### config.mk
export PLATFORM = sky130hd
export DESIGN_NAME = serial_add_ctrl
export DESIGN_NICKNAME = d
export VERILOG_FILES = /design/src/rtl/serial_add_pkg.sv /design/src/rtl/fa_cell.sv /design/src/rtl/serial_add_ctrl.sv
export SDC_FILE = /design/constraint.sdc
export NUM_CORES = 1
export LEC_CHECK = 0
export ABC_AREA = 1
export ABC_CLOCK_PERIOD_IN_PS = 1650
export CAP_MARGIN = 0
export CORE_ASPECT_RATIO = 1.75
export CORE_MARGIN = 2
export CORE_UTILIZATION = 51
export DETAILED_ROUTE_END_ITERATION = 7
export PLACE_DENSITY = 0.79
export SLEW_MARGIN = 20
export SYNTH_ARGS = -nofsm -noshare
export SYNTH_HDL_FRONTEND = slang
export SYNTH_SLANG_ARGS = --single-unit
### constraint.sdc
create_clock -name clk -period 1.65 [get_ports clk]
set_input_delay 0.33 -clock clk [delete_from_list [all_inputs] [get_ports clk]]
set_output_delay 0.33 -clock clk [all_outputs]
set_load 0.005 [all_outputs]
### src/rtl/serial_add_pkg.sv
// Shared types and constants for the bit-serial add/subtract sequencer.
// State encoding is fixed so debug taps stay readable across revisions.
package serial_add_pkg;

    typedef enum logic [1:0] {
        IDLE = 2'b00,
        RUN  = 2'b01,
        DONE = 2'b10
    } state_t;

    // Two's-complement subtract: invert B and inject a carry of one.
    localparam logic SUB_CIN = 1'b1;

endpackage

### src/rtl/fa_cell.sv
// Single 1-bit full adder: the only arithmetic in the serial datapath.
module fa_cell (
    input  logic x,
    input  logic y,
    input  logic ci,
    output logic s,
    output logic co
);

    assign s  = x ^ y ^ ci;
    assign co = (x & y) | (x & ci) | (y & ci);

endmodule

### src/rtl/serial_add_ctrl.sv
// Bit-serial add/subtract sequencer: steps one full-adder cell LSB-first,
// one bit per clock, and presents sum/cout/ovf with a one-cycle done pulse.
module serial_add_ctrl
    import serial_add_pkg::*;
#(
    parameter  int WIDTH = 8,
    localparam int CNT_W = $clog2(WIDTH)
) (
    input  logic             clk,
    input  logic             rst,
    input  logic             start,
    input  logic             sub,
    input  logic [WIDTH-1:0] a,
    input  logic [WIDTH-1:0] b,
    input  logic             cin,
    output logic             ready,
    output logic             busy,
    output logic             done,
    output logic [WIDTH-1:0] sum,
    output logic             cout,
    output logic             ovf,
    output state_t           dbg_state
);

    // Handshake: an operation is accepted on a rising edge where start=1 and
    // ready=1 (IDLE only); done qualifies sum/cout/ovf for exactly that cycle,
    // and the result is then held until the next accepted start.

    localparam logic [CNT_W-1:0] LAST_IDX   = CNT_W'(WIDTH - 1);
    localparam logic [CNT_W-1:0] MSB_IN_IDX = CNT_W'(WIDTH - 2);

    state_t             state;
    state_t             state_next;
    logic [WIDTH-1:0]   op_a;
    logic [WIDTH-1:0]   op_b;
    logic [WIDTH-1:0]   res_sr;
    logic               carry;
    logic               c_msb_in;
    logic [CNT_W-1:0]   idx;
    logic               cell_s;
    logic               cell_co;

    fa_cell u_fa_cell (
        .x  (op_a[0]),
        .y  (op_b[0]),
        .ci (carry),
        .s  (cell_s),
        .co (cell_co)
    );

    always_ff @(posedge clk) begin
        if (rst) begin
            state <= IDLE;
        end else begin
            state <= state_next;
        end
    end

    always_comb begin
        state_next = state;
        case (state)
            IDLE:    if (start) state_next = RUN;
            RUN:     if (idx == LAST_IDX) state_next = DONE;
            DONE:    state_next = IDLE;
            default: state_next = IDLE;
        endcase
    end

    always_comb begin
        ready     = (state == IDLE);
        busy      = (state == RUN);
        done      = (state == DONE);
        dbg_state = state;
    end

    always_ff @(posedge clk) begin
        if (rst) begin
            op_a     <= '0;
            op_b     <= '0;
            res_sr   <= '0;
            carry    <= 1'b0;
            c_msb_in <= 1'b0;
            idx      <= '0;
            sum      <= '0;
            cout     <= 1'b0;
            ovf      <= 1'b0;
        end else begin
            case (state)
                IDLE: begin
                    if (start) begin
                        op_a   <= a;
                        op_b   <= sub ? ~b : b;
                        carry  <= sub ? SUB_CIN : cin;
                        idx    <= '0;
                        res_sr <= '0;
                    end
                end
                RUN: begin
                    op_a   <= op_a >> 1;
                    op_b   <= op_b >> 1;
                    carry  <= cell_co;
                    res_sr <= {cell_s, res_sr[WIDTH-1:1]};
                    if (idx == MSB_IN_IDX) begin
                        c_msb_in <= cell_co;
                    end
                    // Final bit: publish the result and park the counter at 0.
                    if (idx == LAST_IDX) begin
                        idx  <= '0;
                        sum  <= {cell_s, res_sr[WIDTH-1:1]};
                        cout <= cell_co;
                        ovf  <= c_msb_in ^ cell_co;
                    end else begin
                        idx <= idx + CNT_W'(1);
                    end
                end
                default: begin
                end
            endcase
        end
    end

endmodule

Yosys cells after proc, flatten, opt, wreduce, memory -nomap -nowiden
Index checks and enable logic that the tools add are counted.
{"block": "word_totals", "reg_bits": 41, "input_bits": 21, "out_inout_bits": 15, "word_cells": 48}
{"block": "op_classes", "n_addsub": 1, "n_eq_ne": 6, "n_mux": 16, "bitwise_logic": 9, "reduce_logical": 6}
{"operator": "$pmux W8 S2", "count": 3}
{"operator": "$mux W8", "count": 4}
{"operator": "$not A8 Y8", "count": 1}
{"operator": "$reduce_and A2 Y1", "count": 4}
{"operator": "$eq A3 B3 Y1 const B", "count": 2}
{"operator": "$mux W3", "count": 2}
{"operator": "$pmux W3 S2", "count": 1}
{"operator": "$mux W2", "count": 2}
{"operator": "$pmux W2 S2", "count": 1}
{"operator": "$add A3 B1 Y3 const B", "count": 1}
{"operator": "$and A1 B1 Y1", "count": 3}
{"operator": "$xor A1 B1 Y1", "count": 3}
{"operator": "$eq A2 B1 Y1 const B", "count": 1}
{"operator": "$eq A2 B2 Y1 const B", "count": 1}
{"operator": "$logic_not A2 Y1", "count": 1}
{"operator": "$mux W1", "count": 2}
{"operator": "$ne A2 B1 Y1 const B", "count": 1}
{"operator": "$ne A2 B2 Y1 const B", "count": 1}
{"operator": "$or A1 B1 Y1", "count": 2}
{"operator": "$pmux W1 S2", "count": 1}
{"operator": "$reduce_bool A2 Y1", "count": 1}

Depth between registers and ports, before layout
{"block": "depth", "ltp_word": 4, "depth_mapped": 7, "depth_no_buf": 7}

Hierarchy
A second synthesis with hierarchy kept.
{"block": "unflattened", "cells_unflattened": 273, "area_unflattened_um2": 1863.0}
{"module": "serial_add_ctrl", "instances": 1, "cells_per_inst": 272, "area_per_inst_um2": 1843.0, "seq_area_each_um2": 800.8}
{"module": "fa_cell", "instances": 1, "cells_per_inst": 1, "area_per_inst_um2": 20.0, "seq_area_each_um2": 0.0}

Worst setup path after synthesis
No wires, ideal clock.
{"block": "synth_path", "path_kind": "reg2reg", "from": "register idx[0]", "to": "register cout", "setup_ns": 0.116, "t_arrival_ns": 1.152, "required_ns": 1.534, "slack_ns": 0.382, "path_stages_with_launch": 8, "path_buffers": 1, "period_less_slack_ns": 1.268, "path_cell_list": "dfxtp_1 ha_1 ha_1 nand2_2 nor2_1 buf_4 o21ai_0 nor2_1"}
{"block": "synth_via", "elab_chain_len": 2}
{"element": "from (decl)", "line_no": "serial_add_ctrl.sv:39", "rtl": "logic [CNT_W-1:0] idx;"}
{"element": "from (signal assigned)", "line_no": "serial_add_ctrl.sv:113", "rtl": "idx <= idx + CNT_W'(1);"}
{"element": "$eq A3 B3 Y1", "line_no": "serial_add_ctrl.sv:107", "rtl": "if (idx == LAST_IDX) begin"}
{"element": "$reduce_and A2 Y1 (no line)"}
{"element": "to (signal assigned)", "line_no": "serial_add_ctrl.sv:110", "rtl": "cout <= cell_co;"}
{"element": "to (decl)", "line_no": "serial_add_ctrl.sv:20", "rtl": "output logic cout,"}
No other way between the ends.
A chain may end at the register's enable or synchronous reset.

Worst setup path in the final report
{"block": "layout_path", "from": "register state[1], in the netlist dbg_state[1]", "to": "output dbg_state[1]"}
{"element": "from (decl)", "line_no": "serial_add_ctrl.sv:32", "rtl": "state_t state;"}
{"element": "from (signal assigned)", "line_no": "serial_add_ctrl.sv:55", "rtl": "state <= state_next;"}
{"element": "to (decl)", "line_no": "serial_add_ctrl.sv:22", "rtl": "output state_t dbg_state"}
No word-level cell between the ends.

==> summary.md <==
| Metric | Value |
|---|---|
| Crit path launch | `dbg_state[1]` |
| Hold violation count in the final report | `0` |
| Cells taking the most area after synthesis | `sky130_fd_sc_hd__dfxtp_1 41%, sky130_fd_sc_hd__nand2_1 12%, sky130_fd_sc_hd__nor2_1 11%` |
| Combinational family with the most area after synthesis | `simple AND/OR/NAND/NOR gates` |
| Via density per instance | `5.039` |
| Share of the synthesized area in compound gates (AO/OA/AOI/OAI) | `8.867%` |
| Number of buffers inserted for hold repair after clock tree synthesis | `0` |
| Final setup violation count | `0` |
| Slowest stage cell, crit path | `sky130_fd_sc_hd__clkdlybuf4s50_1` |
| Share of cell area taken by muxes after synthesis | `0%` |
| Crit-path cells | `clkdlybuf4s50_1` |
| Sequential-to-total area share from yosys stat | `41.42%` |
| Die width | `50.54 um` |
| RSZ-0062 raised after global routing | `false` |
| Worst Max-Slew Pin Slew | `0.5259 ns` |
| Gr ovfl total | `0` |
| Hold/Removal Path Class | `register to register` |
| Total via count after detailed routing | `1794` |
| H-tree level count | `2` |
| Die Span Y | `85.45 um` |
| Iteration count of the initial detailed-routing pass | `5` |
| Via count of the first global-routing pass | `1653` |
| Clk_skew | `0.006265 ns` |
| Area after DPL | `2344 um^2` |
| Buffer cell driving the clock tree root | `sky130_fd_sc_hd__clkbuf_8` |
| Post-layout nets | `334` |
| Adder-cell area share of the yosys netlist | `2.977%` |
| Die area | `4318 um^2` |
| DR DRC count | `0` |
| Area inside the core boundary | `3628 um^2` |
| YS warnings | `0` |
| Layout fillers | `324` |
| Clock tree from TritonCTS | `done` |
| Remaining antenna violation count | `0` |
| Wire length of the first global-routing pass | `6.872 mm` |
| Power density relative to cell area | `839.6 nW/um^2` |
| Crit path buffers/inverters | `1` |
| Num CTS Buffers | `5` |
| Largest net degree at the start of global routing | `25` |
| Row count | `29` |
| Library cell occupying the most area in the post-synthesis netlist | `sky130_fd_sc_hd__dfxtp_1` |
| Wirelength per Cell | `11.08 um` |
| Post-synthesis instance total | `269` |
| Area share of and/or/nand/nor cells after synthesis | `37.28%` |
| Arrival time reported for the critical path endpoint | `1.20 ns` |
| Total Routing Usage GR | `20.27%` |
| Period Utilization, post-route | `93.02%` |
| Drt total wl | `3.943 mm` |
| Initial Utilization | `53.28%` |
| Clock buffer depth | `2` |
| Leakage dissipation | `1.164 nW` |
| Clk sinks | `40` |
| Synthesized cell area | `1933 um^2` |
| Highest net fanout along the worst path | `5` |
| Routability cong. | `0.7790` |
| Total count of max-transition violations in the final report | `0` |
| Worst slew slack as a fraction of its limit | `64.90%` |
| Synthesized netlist net count | `294` |
| Layout-stage area growth over the synthesis result | `27.96%` |
| Top-Level Pins | `36` |
| FMAX | `651.6 MHz` |
| Final instance area | `2474 um^2` |
| Xor and xnor fraction of the mapped netlist area | `0.9061%` |
| Setup TNS | `0 ns` |
| Number of antenna violations at the first check in global routing | `0` |
| Port bufs | `35` |
| VDD IR-drop max | `0.6459 mV` |
| Post-DP HPWL | `2.822 mm` |
| Drt initial violations | `32` |
| CP required | `1.32 ns` |
| Fraction of synthesized cell area taken by the top area cell type | `41.42%` |
| Largest delay share family, worst path | `buffers and inverters` |
| Critical Path Source Type | `register` |
| Max-capacitance violation count | `0` |
| CP max stage delay | `0.51 ns` |
| Post-synthesis cell type count | `24` |
| Result of the run | `finished clean` |
| Proportion of layout cells with a drive suffix above 1 | `17.10%` |
| Antenna diode count | `0` |
| Source-to-sink clock delay at the later pin of the worst-skew pair | `0.29 ns` |
| Synth Register Bits | `40` |
| Clock transition time at the flip-flop clock pins of the worst setup and hold paths | `0.07 ns` |
| Worst setup EP type | `output port` |
| Classification of the worst setup path | `register to output port` |
| R2R Path Start | `idx[0]` |
| Time the worst path needs with I/O delays and setup | `1.535 ns` |
| Min-Delay Startpoint | `op_a[7]` |
| Post-synthesis area per instance | `7.186 um^2` |
[kinds of logic (layout without fill, tap and decap cells)]
family | after synthesis | in the layout
and+or+nand+nor | 163 | 163
DFF | 40 | 40
buffers and inverters | 33 | 74
AOI/OAI and AO/OA | 27 | 27
adders and majority gates | 4 | 4
xor gates and xnor gates | 2 | 2
[layer usage]
metal	vias to the layer above	part of all wire [%]	global-route usage (%)
met3	13	2.9	2.641
met5	-	0	0
li1	916	-	-
met4	0	2.3	9.091
met1	828	40	21.05
met2	37	55	38.76
[sequential cells by signal (all words and copies together) (netlist names)]
name / count
c_msb_in: 1
carry: 1
cout: 1
dbg_state: 2
idx: 3
op_a: 8
op_b: 8
ovf: 1
res_sr: 7
sum: 8
[path summary, 6_finish.rpt]
kind,to,slack [ns],depth (start not counted)
max,dbg_state[1],0.12,1
min,op_a[7],0.47,2
min reg2reg,op_a[7],0.47,2
max reg2reg,ovf,0.23,7
[per-stage QoR]
stage,worst slack [ns],util [%],cells,power (W),hold WS [ns]
after floorplan,0.3819,-,269,0.001219,0.3924
after global placement,0.09042,64.59,347,0.001314,0.4520
after detailed placement,0.07215,64.59,347,0.001321,0.4591
after CTS,0.003067,67.97,356,0.002092,0.4701
after global routing,0.07644,68.17,356,0.002154,0.5076
final,0.1152,68.17,356,0.002077,0.4698
[synthesized netlist by cell type]
cell / count
sky130_fd_sc_hd__a21oi_1: 4
sky130_fd_sc_hd__a21oi_2: 9
sky130_fd_sc_hd__buf_2: 3
sky130_fd_sc_hd__buf_4: 3
sky130_fd_sc_hd__buf_6: 2
sky130_fd_sc_hd__buf_8: 1
sky130_fd_sc_hd__clkbuf_1: 2
sky130_fd_sc_hd__dfxtp_1: 40
sky130_fd_sc_hd__fa_1: 1
sky130_fd_sc_hd__ha_1: 3
sky130_fd_sc_hd__inv_1: 18
sky130_fd_sc_hd__inv_2: 4
sky130_fd_sc_hd__nand2_1: 60
sky130_fd_sc_hd__nand2_2: 16
sky130_fd_sc_hd__nand2_4: 3
sky130_fd_sc_hd__nand3_1: 22
sky130_fd_sc_hd__nor2_1: 58
sky130_fd_sc_hd__nor2_4: 2
sky130_fd_sc_hd__nor3_1: 1
sky130_fd_sc_hd__o211ai_1: 1
sky130_fd_sc_hd__o21ai_0: 12
sky130_fd_sc_hd__o21ai_1: 1
sky130_fd_sc_hd__or2_2: 1
sky130_fd_sc_hd__xnor2_1: 2
[report_power, final]
group / total, W / switching [W] / internal [W] / leakage (nW)
Sequential: 0.00102 / 0.0000245 / 0.000997 / 0.327
Combinational: 0.000276 / 0.000146 / 0.000129 / 0.782
Clock: 0.000779 / 0.000331 / 0.000449 / 0.0552
Total: 0.00208 / 0.000501 / 0.00158 / 1.16
[placed cells by master (no fill, tap or decap), types with 2 or more instances in the layout]
master                            count
sky130_fd_sc_hd__clkdlybuf4s50_1     32
sky130_fd_sc_hd__nand3_1             22
sky130_fd_sc_hd__ha_1                 3
sky130_fd_sc_hd__inv_1               18
sky130_fd_sc_hd__nor2_4               2
sky130_fd_sc_hd__nand2_2             16
sky130_fd_sc_hd__inv_2                4
sky130_fd_sc_hd__dlymetal6s2s_1       3
sky130_fd_sc_hd__a21oi_1              4
sky130_fd_sc_hd__o21ai_0             12
sky130_fd_sc_hd__a21oi_2              9
sky130_fd_sc_hd__dfxtp_1             38
sky130_fd_sc_hd__dfxtp_4              2
sky130_fd_sc_hd__xnor2_1              2
sky130_fd_sc_hd__nor2_1              58
sky130_fd_sc_hd__nand2_1             60
sky130_fd_sc_hd__buf_4                7
sky130_fd_sc_hd__nand2_4              3
sky130_fd_sc_hd__clkbuf_8             5
sky130_fd_sc_hd__buf_12               2
[area by class of cell]
| class | instances | area, um^2 | area share [%] |
|---|---|---|---|
| inverters | 22 | 82.58 | 3.338 |
| multi-input cells | 196 | 967.2 | 39.10 |
| flip-flops and latches | 40 | 808.3 | 32.68 |
| clock inverters | 2 | 35.03 | 1.416 |
| repair buffers | 44 | 450.4 | 18.21 |
| well taps | 46 | 57.56 | 2.327 |
| clock buffers | 6 | 72.57 | 2.934 |
[repair_timing]
action,in CTS,in global routing
setup endpoints to repair,5,3
resized for setup,4,3
pin swaps,0,0
setup buffers,1,0
Power figures use the tool's default switching activity.
